[config.mk]
export PLATFORM = sky130hd
export DESIGN_NAME = uart_receiver
export DESIGN_NICKNAME = d
export VERILOG_FILES = /design/src/rtl/uart_receiver.sv
export SDC_FILE = /design/constraint.sdc
export NUM_CORES = 1
export LEC_CHECK = 0
export CORE_MARGIN = 5
export CORE_UTILIZATION = 35
export DETAILED_ROUTE_END_ITERATION = 8
export GPL_ROUTABILITY_DRIVEN = 1
export GPL_TIMING_DRIVEN = 0
export SYNTH_ARGS = -nofsm -noshare
export SYNTH_HDL_FRONTEND = slang
export SYNTH_SLANG_ARGS = --single-unit
[constraint.sdc]
create_clock -name clk_i -period 2.2 [get_ports clk_i]
set_clock_uncertainty 0.05 [all_clocks]
set_input_delay 0.66 -clock clk_i [delete_from_list [all_inputs] [get_ports clk_i]]
set_output_delay 0.66 -clock clk_i [all_outputs]
set_load 0.02 [all_outputs]
[src/rtl/uart_receiver.sv]
// UART receive framer: synchronizes rx_i, samples 5-8 data bits plus optional parity and 1-2 stop bits.
// Optional UART_RX_MAJORITY_EN: each bit decision is a 2-of-3 vote over the last three ticks.
module uart_receiver #(
    parameter int unsigned OVERSAMPLE  = 16,
    parameter int unsigned SYNC_STAGES = 2
) (
    input  logic       clk_i,
    input  logic       rst_i,
    input  logic       tick_i,
    input  logic       rx_i,
    input  logic [1:0] data_bit_num_i,
    input  logic       parity_en_i,
    input  logic       parity_type_i,
    input  logic       stop_bit_num_i,
    output logic [7:0] data_o,
    output logic       data_valid_o,
    output logic       parity_err_o,
    output logic       frame_err_o,
    output logic       busy_o
);

    localparam int unsigned CNT_W = $clog2(OVERSAMPLE);
    localparam logic [CNT_W-1:0] START_DEC = CNT_W'(OVERSAMPLE / 2 - 1);
    localparam logic [CNT_W-1:0] BIT_DEC   = CNT_W'(OVERSAMPLE - 1);

    typedef enum logic [2:0] {IDLE, START, DATA, PARITY, STOP} state_t;

    state_t                 state;
    logic [SYNC_STAGES-1:0] sync;
    logic                   rx_s;
    logic                   bit_c;
    logic [CNT_W-1:0]       cnt;
    logic [7:0]             shreg;
    logic [2:0]             bit_idx;
    logic                   stop_idx;
    logic                   perr;
    logic                   ferr;
    logic                   armed;
    logic [1:0]             dbits_q;
    logic                   pen_q;
    logic                   ptype_q;
    logic                   stop2_q;
    logic [2:0]             last_idx_c;
    logic                   par_exp_c;

    // Input synchronizer; idles high
    always_ff @(posedge clk_i or posedge rst_i) begin
        if (rst_i) begin
            sync <= '1;
        end else begin
            sync <= {sync[SYNC_STAGES-2:0], rx_i};
        end
    end

    assign rx_s = sync[SYNC_STAGES-1];

`ifdef UART_RX_MAJORITY_EN
    logic [1:0] hist;

    // rx_s from the previous two ticks, feeding the 2-of-3 vote
    always_ff @(posedge clk_i or posedge rst_i) begin
        if (rst_i) begin
            hist <= 2'b11;
        end else if (tick_i) begin
            hist <= {hist[0], rx_s};
        end
    end

    assign bit_c = (hist[0] & hist[1]) | (hist[0] & rx_s) | (hist[1] & rx_s);
`else
    assign bit_c = rx_s;
`endif

    assign last_idx_c = 3'(4) + 3'(dbits_q);
    assign par_exp_c  = ptype_q ? (^shreg) : ~(^shreg);

    // Frame FSM; shreg is cleared at START so unused upper bits read as zero
    always_ff @(posedge clk_i or posedge rst_i) begin
        if (rst_i) begin
            state        <= IDLE;
            cnt          <= '0;
            shreg        <= '0;
            bit_idx      <= '0;
            stop_idx     <= 1'b0;
            perr         <= 1'b0;
            ferr         <= 1'b0;
            armed        <= 1'b1;
            dbits_q      <= '0;
            pen_q        <= 1'b0;
            ptype_q      <= 1'b0;
            stop2_q      <= 1'b0;
            data_o       <= '0;
            data_valid_o <= 1'b0;
            parity_err_o <= 1'b0;
            frame_err_o  <= 1'b0;
            busy_o       <= 1'b0;
        end else begin
            data_valid_o <= 1'b0;
            if (tick_i) begin
                cnt <= cnt + CNT_W'(1);
                case (state)
                    IDLE: begin
                        // After a low final stop (e.g. break) wait for the line to go high
                        if (rx_s) begin
                            armed <= 1'b1;
                        end else if (armed) begin
                            state   <= START;
                            cnt     <= '0;
                            shreg   <= '0;
                            perr    <= 1'b0;
                            ferr    <= 1'b0;
                            busy_o  <= 1'b1;
                            dbits_q <= data_bit_num_i;
                            pen_q   <= parity_en_i;
                            ptype_q <= parity_type_i;
                            stop2_q <= stop_bit_num_i;
                        end
                    end
                    START: begin
                        if (cnt == START_DEC) begin
                            if (bit_c) begin
                                state  <= IDLE;
                                busy_o <= 1'b0;
                            end else begin
                                state   <= DATA;
                                cnt     <= '0;
                                bit_idx <= '0;
                            end
                        end
                    end
                    DATA: begin
                        if (cnt == BIT_DEC) begin
                            shreg[bit_idx] <= bit_c;
                            bit_idx        <= bit_idx + 3'(1);
                            stop_idx       <= 1'b0;
                            if (bit_idx == last_idx_c) begin
                                state <= pen_q ? PARITY : STOP;
                            end
                        end
                    end
                    PARITY: begin
                        if (cnt == BIT_DEC) begin
                            perr  <= (bit_c != par_exp_c);
                            state <= STOP;
                        end
                    end
                    STOP: begin
                        if (cnt == BIT_DEC) begin
                            if (stop2_q && !stop_idx) begin
                                stop_idx <= 1'b1;
                                ferr     <= ferr | ~bit_c;
                            end else begin
                                state        <= IDLE;
                                busy_o       <= 1'b0;
                                armed        <= bit_c;
                                data_valid_o <= 1'b1;
                                data_o       <= shreg;
                                parity_err_o <= perr;
                                frame_err_o  <= ferr | ~bit_c;
                            end
                        end
                    end
                    default: begin
                        state  <= IDLE;
                        busy_o <= 1'b0;
                    end
                endcase
            end
        end
    end

endmodule

==> results of run 1 <==
## sequential cells by signal, summed over array words and instances, names as in the netlist, 2 cells and up
signal and count:
sync 2, data_o 8, cnt 4, shreg 8, bit_idx 3, dbits_q 2
state 3
## cell usage after synthesis (all sizes together), types with 2 or more instances
library cell / instances
a21boi: 2
a21oi: 3
a31oi: 8
and2: 2
buf: 8
clkbuf: 6
dfrtp: 38
dfstp: 3
ha: 2
inv: 9
mux2: 16
mux2i: 4
nand2: 9
nand3: 3
nand4: 3
nor2: 11
nor2b: 3
nor3: 3
nor3b: 2
nor4: 2
o21ai: 12
o31ai: 3
o41ai: 7
or3: 2
xnor2: 12
## layer usage
metal	GRT usage	wire, um
met1	0.1703	2088
met2	0.1829	1872
met3	0.03073	150
met4	0.04945	72
met5	0	0
## cell type report
class	count	area [um^2]
inverters	9	33.78
clock buffers	7	86.33
plain buffers	14	76.32
clock inverters	1	30.03
repair buffers	19	190.2
well taps	75	93.84
flip-flops and latches	41	1030
multi-input cells	128	1012
fillers	592	3403
## kinds of logic after synthesis
logic type               after synthesis  synth area share
AO/OA/AOI/OAI                         44            0.1665
XOR/XNOR                              14           0.06345
adder cells (fa/ha/maj)                2           0.01164
buffers and inverters                 23           0.05122
flip-flops                            41            0.4790
multiplexers                          20            0.1024
AND/OR/NAND/NOR                       48            0.1257
## worst paths after layout
path | slack (ns) | cells after the start | startpoint | to
max | 0.20 | 6 | cnt[0] | data_o[1]
min | 0.31 | 0 | sync[0] | sync[1]
max reg2reg | 0.20 | 6 | cnt[0] | data_o[1]
min reg2reg | 0.31 | 0 | sync[0] | sync[1]
max in group asynchronous | 0.79 | 2 | rst_i | data_o[3]
min in group asynchronous | 0.80 | 2 | rst_i | data_valid_o
## worst reg2reg max path, cell delays in order (launching register included)
cell and delay (ns):
dfrtp_1 0.41, ha_2 0.22, and3_1 0.18, buf_2 0.15, nand4_1 0.20, buf_2 0.31, mux2_1 0.35
## power breakdown
part	switching, mW	leakage, nW	total (mW)	internal, mW
Clock	0.253	0.0585	0.622	0.370
Combinational	0.469	0.531	0.814	0.344
Sequential	0.110	0.538	1.01	0.901
Total	0.832	1.13	2.45	1.62
## per-stage QoR
stage	cells	util	hold WS (ns)
after floorplan	192	-	0.2952
after global placement	286	0.4086	0.2956
after detailed placement	286	0.4086	0.2973
after CTS	294	0.4282	0.3094
after global routing	294	0.4286	0.3108
final	294	0.4286	0.3067
==> out/qor.yml, run 1 <==
p_total_mw: 2.448
layout_commonest_cell: "dfrtp_1"
yosysSeqAreaShare: 0.4790
cp_slowest_stage_delay_ns: 0.41
yosysTopAreaCell: "dfrtp_1"
cts_tree: "yes"
ys_top_cells_by_area: "dfrtp_1 (44%), mux2_1 (7.9%), xnor2_1 (4.9%)"
io_buffers: 19
clkSinkCount: 41
cts_made_buffers: 5
cp_max_fo: 10
via_per_inst: 5.197
avgRoutedWirePerCell_um: 14.23
slew_viol_final: 0
diodes: 0
place_congestion: 0.8239
die_w_um: 88.37
synth-seq-cells: 41
arrival_ns: 2.12
insertion_delay_ns: 0.29
ys.flop_type: "dfrtp_1"
first_global_vias: 1560
startpoint_type: "flip-flop"
via_count: 1528
hold_buffers: 0
hold_class: "flip-flop to flip-flop"
drtPass1Iterations: 4
grt_overflow: 0
path_common_cell: "buf_2"
path_buf_inv: 2
post-route-worst-setup-slack_ns: 0.2021
ctsResizeCount: 0
wirelength_um: 4183
synth_top_area_share: 0.4424
track_usage: 0.1226
pre_cts_ws_ns: 0.08122
tightest_slew_ns: 0.8199
layout_common_cells: "dfrtp_1 (38), clkdlybuf4s50_1 (19), mux2_1 (15)"
fin_crit_ns: 1.998
crit_type: "flip-flop to flip-flop"
outcome: "finished, final reports clean"
cts_htree_levels: 2
areaGrowthSynthToFinish_pct: 18.74
clock-root-buffer: "clkbuf_8"
rows: 28
end_kind: "flip-flop"
fmax_ghz: 0.5005
dieArea_um2: 7809
cp_slowest_cell: "dfrtp_1"
dpl_cell_area_um2: 2434
min_period_over_period: 0.9082
cts_max_path_buffers: 2
maxCapViolCount: 0
ioPinCount: 21
synth_cells: 192
hold_viol_final: 0
relSlewSlack: 0.4526
post-dp-hpwl_um: 3037
core_area_um2: 5956
final_nets: 229
initial_core_util: 0.3609
crit_chain: "ha_2, and3_1, buf_2, nand4_1, buf_2, mux2_1"
power_density_nw_per_um2: 958.9
synth_area_um2: 2150
setup_tns_ns: 0
layout-drive-gt1-share: 0.1553
grt_max_degree: 42
synth_edf_count: 0
ys_warn_count: 0
crit_required_ns: 2.32
ant_nets: 0
cts_setup_buffers: 0
route.detailed.drc: 0
syn_avg_cell_area_um2: 11.20
crit_family: "buffers and inverters"
p_leak_nw: 1.128
synth_cell_types: 54
max-vdd-ir-drop_uv: 318.4
synthesis.nets: 203
setup_violations: 0
grt_pass1_wl_um: 7452
die_y_um: 88.37
path_clk_slew_ns: 0.08
antenna_found_initial: 0
synthArstFlopShare: 1.000
drtIter0Drc: 115
fin_area_um2: 2552
rsz0062_at_grt: "false"
Note: power is estimated with default switching activity, not from simulation.
==> run 2: changes to the inputs <==
Settings changed: RECOVER_POWER set to 50.
==> run 2 against run 1 <==
  * Sequential power about the same
  * Core utilization stayed put
  * Flip-flop and latch count unchanged
  * Largest cell class unchanged
  * Count of clock-buffer cells in the layout unchanged
  * Register-to-register slack is essentially flat
==> out/qor.yml, run 2 (same netlist as run 1, synthesis figures left out) <==
route.detailed.drc: 0  # unchanged
die_w_um: 88.37  # unchanged
place_congestion: 0.8239  # unchanged
final_nets: 229  # unchanged
dieArea_um2: 7809  # unchanged
io_buffers: 19  # unchanged
hold_class: "flip-flop to flip-flop"
maxCapViolCount: 0  # unchanged
min_period_over_period: 0.9082  # unchanged
insertion_delay_ns: 0.29  # about the same
cp_slowest_stage_delay_ns: 0.41  # about the same
cts_made_buffers: 5  # unchanged
outcome: "finished, final reports clean"
layout_commonest_cell: "dfrtp_1"
grt_pass1_wl_um: 7452  # unchanged
grt_max_degree: 42  # unchanged
cp_max_fo: 10  # unchanged
ant_nets: 0  # unchanged
rows: 28  # unchanged
track_usage: 0.1226  # unchanged
startpoint_type: "flip-flop"
power_density_nw_per_um2: 958.6  # about the same
avgRoutedWirePerCell_um: 14.22  # about the same
diodes: 0  # unchanged
grt_overflow: 0  # unchanged
ioPinCount: 21  # unchanged
fillers: 592  # unchanged
setup_tns_ns: 0  # unchanged
p_leak_nw: 1.128  # about the same
cts_max_path_buffers: 2  # unchanged
cts_htree_levels: 2  # unchanged
hold_viol_final: 0  # unchanged
arrival_ns: 2.12  # about the same
wirelength_um: 4182  # about the same
max-vdd-ir-drop_uv: 318.4  # unchanged
areaGrowthSynthToFinish_pct: 18.74  # unchanged
regArea_um2: 1030  # unchanged
die_y_um: 88.37  # unchanged
highest_layer: "met4"
post-dp-hpwl_um: 3037  # unchanged
met1_length_um: 2088  # unchanged
fmax_ghz: 0.5005  # unchanged
layout-drive-gt1-share: 0.1553  # unchanged
multi_input_area_um2: 1012  # unchanged
cts_tree: "yes"
drtPass1Iterations: 4  # unchanged
core_area_um2: 5956  # unchanged
crit_required_ns: 2.32  # about the same
layout_common_cells: "dfrtp_1 (38), clkdlybuf4s50_1 (17), mux2_1 (15)"
clkSinkCount: 41  # unchanged
path_clk_slew_ns: 0.08  # about the same
wl_met3_um: 150  # unchanged
crit_type: "flip-flop to flip-flop"
first_global_vias: 1560  # unchanged
post-route-worst-setup-slack_ns: 0.2021  # unchanged
top_regs: "data_o x8, shreg x8, cnt x4"
crit_chain: "ha_2, and3_1, buf_2, nand4_1, buf_2, mux2_1"
end_kind: "flip-flop"
cp_slowest_cell: "dfrtp_1"
via_count: 1528  # unchanged
tightest_slew_ns: 0.8200  # +0.00007427 ns
slew_viol_final: 0  # unchanged
clock-root-buffer: "clkbuf_8"
setup_violations: 0  # unchanged
rsz0062_at_grt: "false"
path_common_cell: "buf_2"
initial_core_util: 0.3609  # unchanged
drtIter0Drc: 115  # unchanged
wl_met2_um: 1872  # unchanged
fin_crit_ns: 1.998  # unchanged
via_per_inst: 5.197  # unchanged
p_total_mw: 2.447  # about the same
antenna_found_initial: 0  # unchanged
relSlewSlack: 0.4525  # about the same
pre_cts_ws_ns: 0.08122  # unchanged
run 2: changes by cell type in the layout (fill, tap and decap cells not counted):
| cell | before | now |
|---|---|---|
| dlygate4sd3_1 | 0 | 2 |
| clkdlybuf4s50_1 | 19 | 17 |
run 2: metal layers:
metal	up-vias	track usage
li1	743	-
met1	748	0.1703
met2	31	0.1829
met3	6	0.03073
met4	0	0.04945
met5	-	0
run 2: cell type report:
type	count	share of cell area
Buffer	14	0.02990
Tap cell	75	0.03676
Clock inverter	1	0.01176
Sequential cell	41	0.4034
Timing Repair Buffer	19	0.07451
Clock buffer	7	0.03382
Inverter	9	0.01324
Multi-Input combinational cell	128	0.3966
run 2: critical path: cells and delay by family (launching register included):
kind / cells / cell delay (ns)
multiplexers: 1 / 0.35
buffers and inverters: 2 / 0.46
AND/OR/NAND/NOR: 2 / 0.38
flip-flops: 1 / 0.41
adder cells (fa/ha/maj): 1 / 0.22
run 2: where the power goes:
part           leakage (nW)  internal, mW  switching, mW
clock                0.0585         0.370          0.253
sequential            0.538         0.901          0.110
combinational         0.531         0.344          0.469
run 2: what timing repair did:
action                     in CTS  in global routing
setup endpoints to repair       0                  2
hold buffers                    0                  0
resized for setup               0                  1
buffers inserted                0                  0
run 2: metrics by stage:
stage	std cells	hold slack (ns)	instance area, um^2	util
after global routing	294	0.3108	2552	0.4286
after global placement	286	0.2956	2434	0.4086
after CTS	294	0.3094	2550	0.4282
after detailed placement	286	0.2973	2434	0.4086
final	294	0.3067	2552	0.4286
after floorplan	192	0.2952	2150	-
run 2: worst paths after layout:
| kind | cells after the start | endpoint | from | slack (ns) |
|---|---|---|---|---|
| hold / removal | 0 | sync[1] | sync[0] | 0.31 |
| max in group asynchronous | 2 | data_o[3] | rst_i | 0.66 |
| min in group asynchronous | 2 | data_valid_o | rst_i | 0.93 |
| hold reg to reg | 0 | sync[1] | sync[0] | 0.31 |
| setup / recovery | 6 | data_o[1] | cnt[0] | 0.20 |
| setup reg to reg | 6 | data_o[1] | cnt[0] | 0.20 |
==> run 3: changes to the inputs <==
Settings changed: CORE_ASPECT_RATIO set to 1.4.
==> run 3 against run 2 <==
  * First-iteration DRC count is 1.7% lower
  * Worst hold slack improved by 0.0030 ns
  * Final area shrank 1.4%
  * Critical path depth stayed put
  * Flip-flop and latch count unchanged
  * Non-clock buffer count did not move
  * Via count decreased by 0.52%
  * Critical path type unchanged
  * Largest cell class unchanged
  * Largest power group unchanged
==> out/qor.yml, run 3 (same netlist as run 1, synthesis figures left out) <==
die_w_um: 76.24  # -14%
top_regs: "data_o x8, shreg x8, cnt x4"
crit_chain: "ha_2, and3_1, buf_2, a21boi_1, a2111oi_2, mux2_1"
hold_buffers: 0  # unchanged
arrival_ns: 2.13  # about the same
via_per_inst: 5.260  # +1.2%
worstSetupEndpoint: "state[1]"
grt_max_degree: 42  # unchanged
rsz0062_at_grt: "false"
cp_slowest_cell: "dfrtp_1"
wirelength_um: 4498  # +7.6%
grt_pass1_wl_um: 7569  # +1.6%
hold_viol_final: 0  # unchanged
power_density_nw_per_um2: 919.2  # -4.1%
wl_met2_um: 2449  # +31%
ctsResizeCount: 0  # unchanged
cp_slowest_stage_delay_ns: 0.39  # -0.02 ns
outcome: "finished, final reports clean"
diodes: 0  # unchanged
track_usage: 0.1197  # -0.002900
core_area_um2: 5904  # -0.86%
clkSinkCount: 41  # unchanged
slew_viol_final: 0  # unchanged
layout-drive-gt1-share: 0.1553  # unchanged
io_buffers: 19  # unchanged
final_nets: 229  # unchanged
startpoint: "cnt[0]"
fmax_ghz: 0.4978  # -0.54%
drtIter0Drc: 113  # -1.7%
cts_made_buffers: 5  # unchanged
r2r-start: "cnt[0]"
dieArea_um2: 7831  # +0.28%
crit_type: "flip-flop to flip-flop"
layout_common_cells: "dfrtp_1 (38), clkdlybuf4s50_1 (17), mux2_1 (15)"
first_global_vias: 1597  # +2.4%
ant_nets: 0  # unchanged
post-dp-hpwl_um: 3297  # +8.6%
rr_worst_depth: 6  # unchanged
cts_max_path_buffers: 2  # unchanged
p_leak_nw: 1.107  # -1.9%
crit_required_ns: 2.33  # about the same
max-vdd-ir-drop_uv: 342.9  # +7.7%
route.detailed.drc: 0  # unchanged
via_count: 1520  # -0.52%
rows: 33  # +18%
clock-root-buffer: "clkbuf_8"
highest_layer: "met4"
areaGrowthSynthToFinish_pct: 17.11
hold_depth: 0  # unchanged
tightest_slew_ns: 0.8355  # +0.01555 ns
cp_max_fo: 6  # -4
end_kind: "flip-flop"
avgRoutedWirePerCell_um: 15.56  # +9.4%
placedCellCount: 281  # -1.7%
layout_commonest_cell: "dfrtp_1"
min_period_over_period: 0.9131  # +0.004974
cts_tree: "yes"
fin_cells: 289  # -1.7%
die_y_um: 102.7  # +16%
ioPinCount: 21  # unchanged
drtPass1Iterations: 4  # unchanged
maxCapViolCount: 0  # unchanged
reg2reg_setup_slack_ns: 0.19  # about the same
cts_setup_buffers: 0  # unchanged
place_congestion: 0.8376  # +1.7%
insertion_delay_ns: 0.29  # about the same
path_clk_slew_ns: 0.08  # about the same
wl_met3_um: 104  # -31%
setup_violations: 0  # unchanged
startpoint_type: "flip-flop"
hold_class: "flip-flop to flip-flop"
fin_crit_ns: 2.009  # +0.01094 ns
rr_endpoint: "state[1]"
antenna_found_initial: 0  # unchanged
setup_tns_ns: 0  # unchanged
met1_length_um: 1832  # -12%
grt_overflow: 0  # unchanged
cts_htree_levels: 2  # unchanged
relSlewSlack: 0.4422  # -0.01038
initial_core_util: 0.3641  # +0.003136
fillers: 584  # -1.4%
[run 3: changes by cell type in the layout (fill, tap and decap cells not counted), sizes merged]
cell      change
bufinv        -1
clkbuf        -1
clkinvlp      +2
[run 3: metrics by stage]
stage	worst slack [ns]	util	power, mW	hold WS (ns)	area (um^2)
finish	0.1911	0.4264	2.314	0.3096	2517
global route	0.02912	0.4264	2.488	0.3138	2517
CTS	0.1029	0.4259	2.338	0.3117	2515
detailed placement	0.06273	0.4111	1.840	0.2991	2427
global placement	-0.3676	0.4111	1.831	0.2980	2427
floorplan	0.2531	-	1.644	0.2952	2150
[run 3: cell type report]
| cell class | instances | area (um^2) | area share |
|---|---|---|---|
| plain buffers | 14 | 76.32 | 0.03032 |
| clock buffers | 6 | 72.57 | 0.02883 |
| clock inverters | 2 | 15.01 | 0.005964 |
| inverters | 9 | 33.78 | 0.01342 |
| multi-input cells | 128 | 1012 | 0.4021 |
| flip-flops and latches | 41 | 1030 | 0.4090 |
| well taps | 70 | 87.58 | 0.03479 |
| repair buffers | 19 | 190.2 | 0.07555 |
[run 3: where the power goes]
group	switching (mW)	leakage [nW]	total [mW]	internal [mW]
Combinational	0.474	0.531	0.817	0.343
Clock	0.261	0.0374	0.485	0.224
Sequential	0.111	0.538	1.01	0.901
[run 3: critical path, delay by kind of cell (launching register included)]
| family | cells | cell delay [ns] |
|---|---|---|
| AOI/OAI and AO/OA | 2 | 0.55 |
| adders and majority gates | 1 | 0.23 |
| buffers and inverters | 1 | 0.16 |
| DFF | 1 | 0.39 |
| muxes | 1 | 0.35 |
| and+or+nand+nor | 1 | 0.17 |
[run 3: worst min path at each step]
stage	start	endpoint	slack (ns)
6_report	sync[0]	sync[1]	0.31
2_1_floorplan	sync[0]	sync[1]	0.30
4_1_cts	sync[0]	sync[1]	0.31
3_5_place_dp	sync[0]	sync[1]	0.30
5_1_grt	sync[0]	sync[1]	0.31
3_3_place_gp	sync[0]	sync[1]	0.30
[run 3: routing by layer]
layer | up-vias | GRT usage
li1 | 739 | -
met1 | 747 | 0.1311
met2 | 25 | 0.2249
met3 | 9 | 0.02448
met4 | 0 | 0.04980
met5 | - | 0
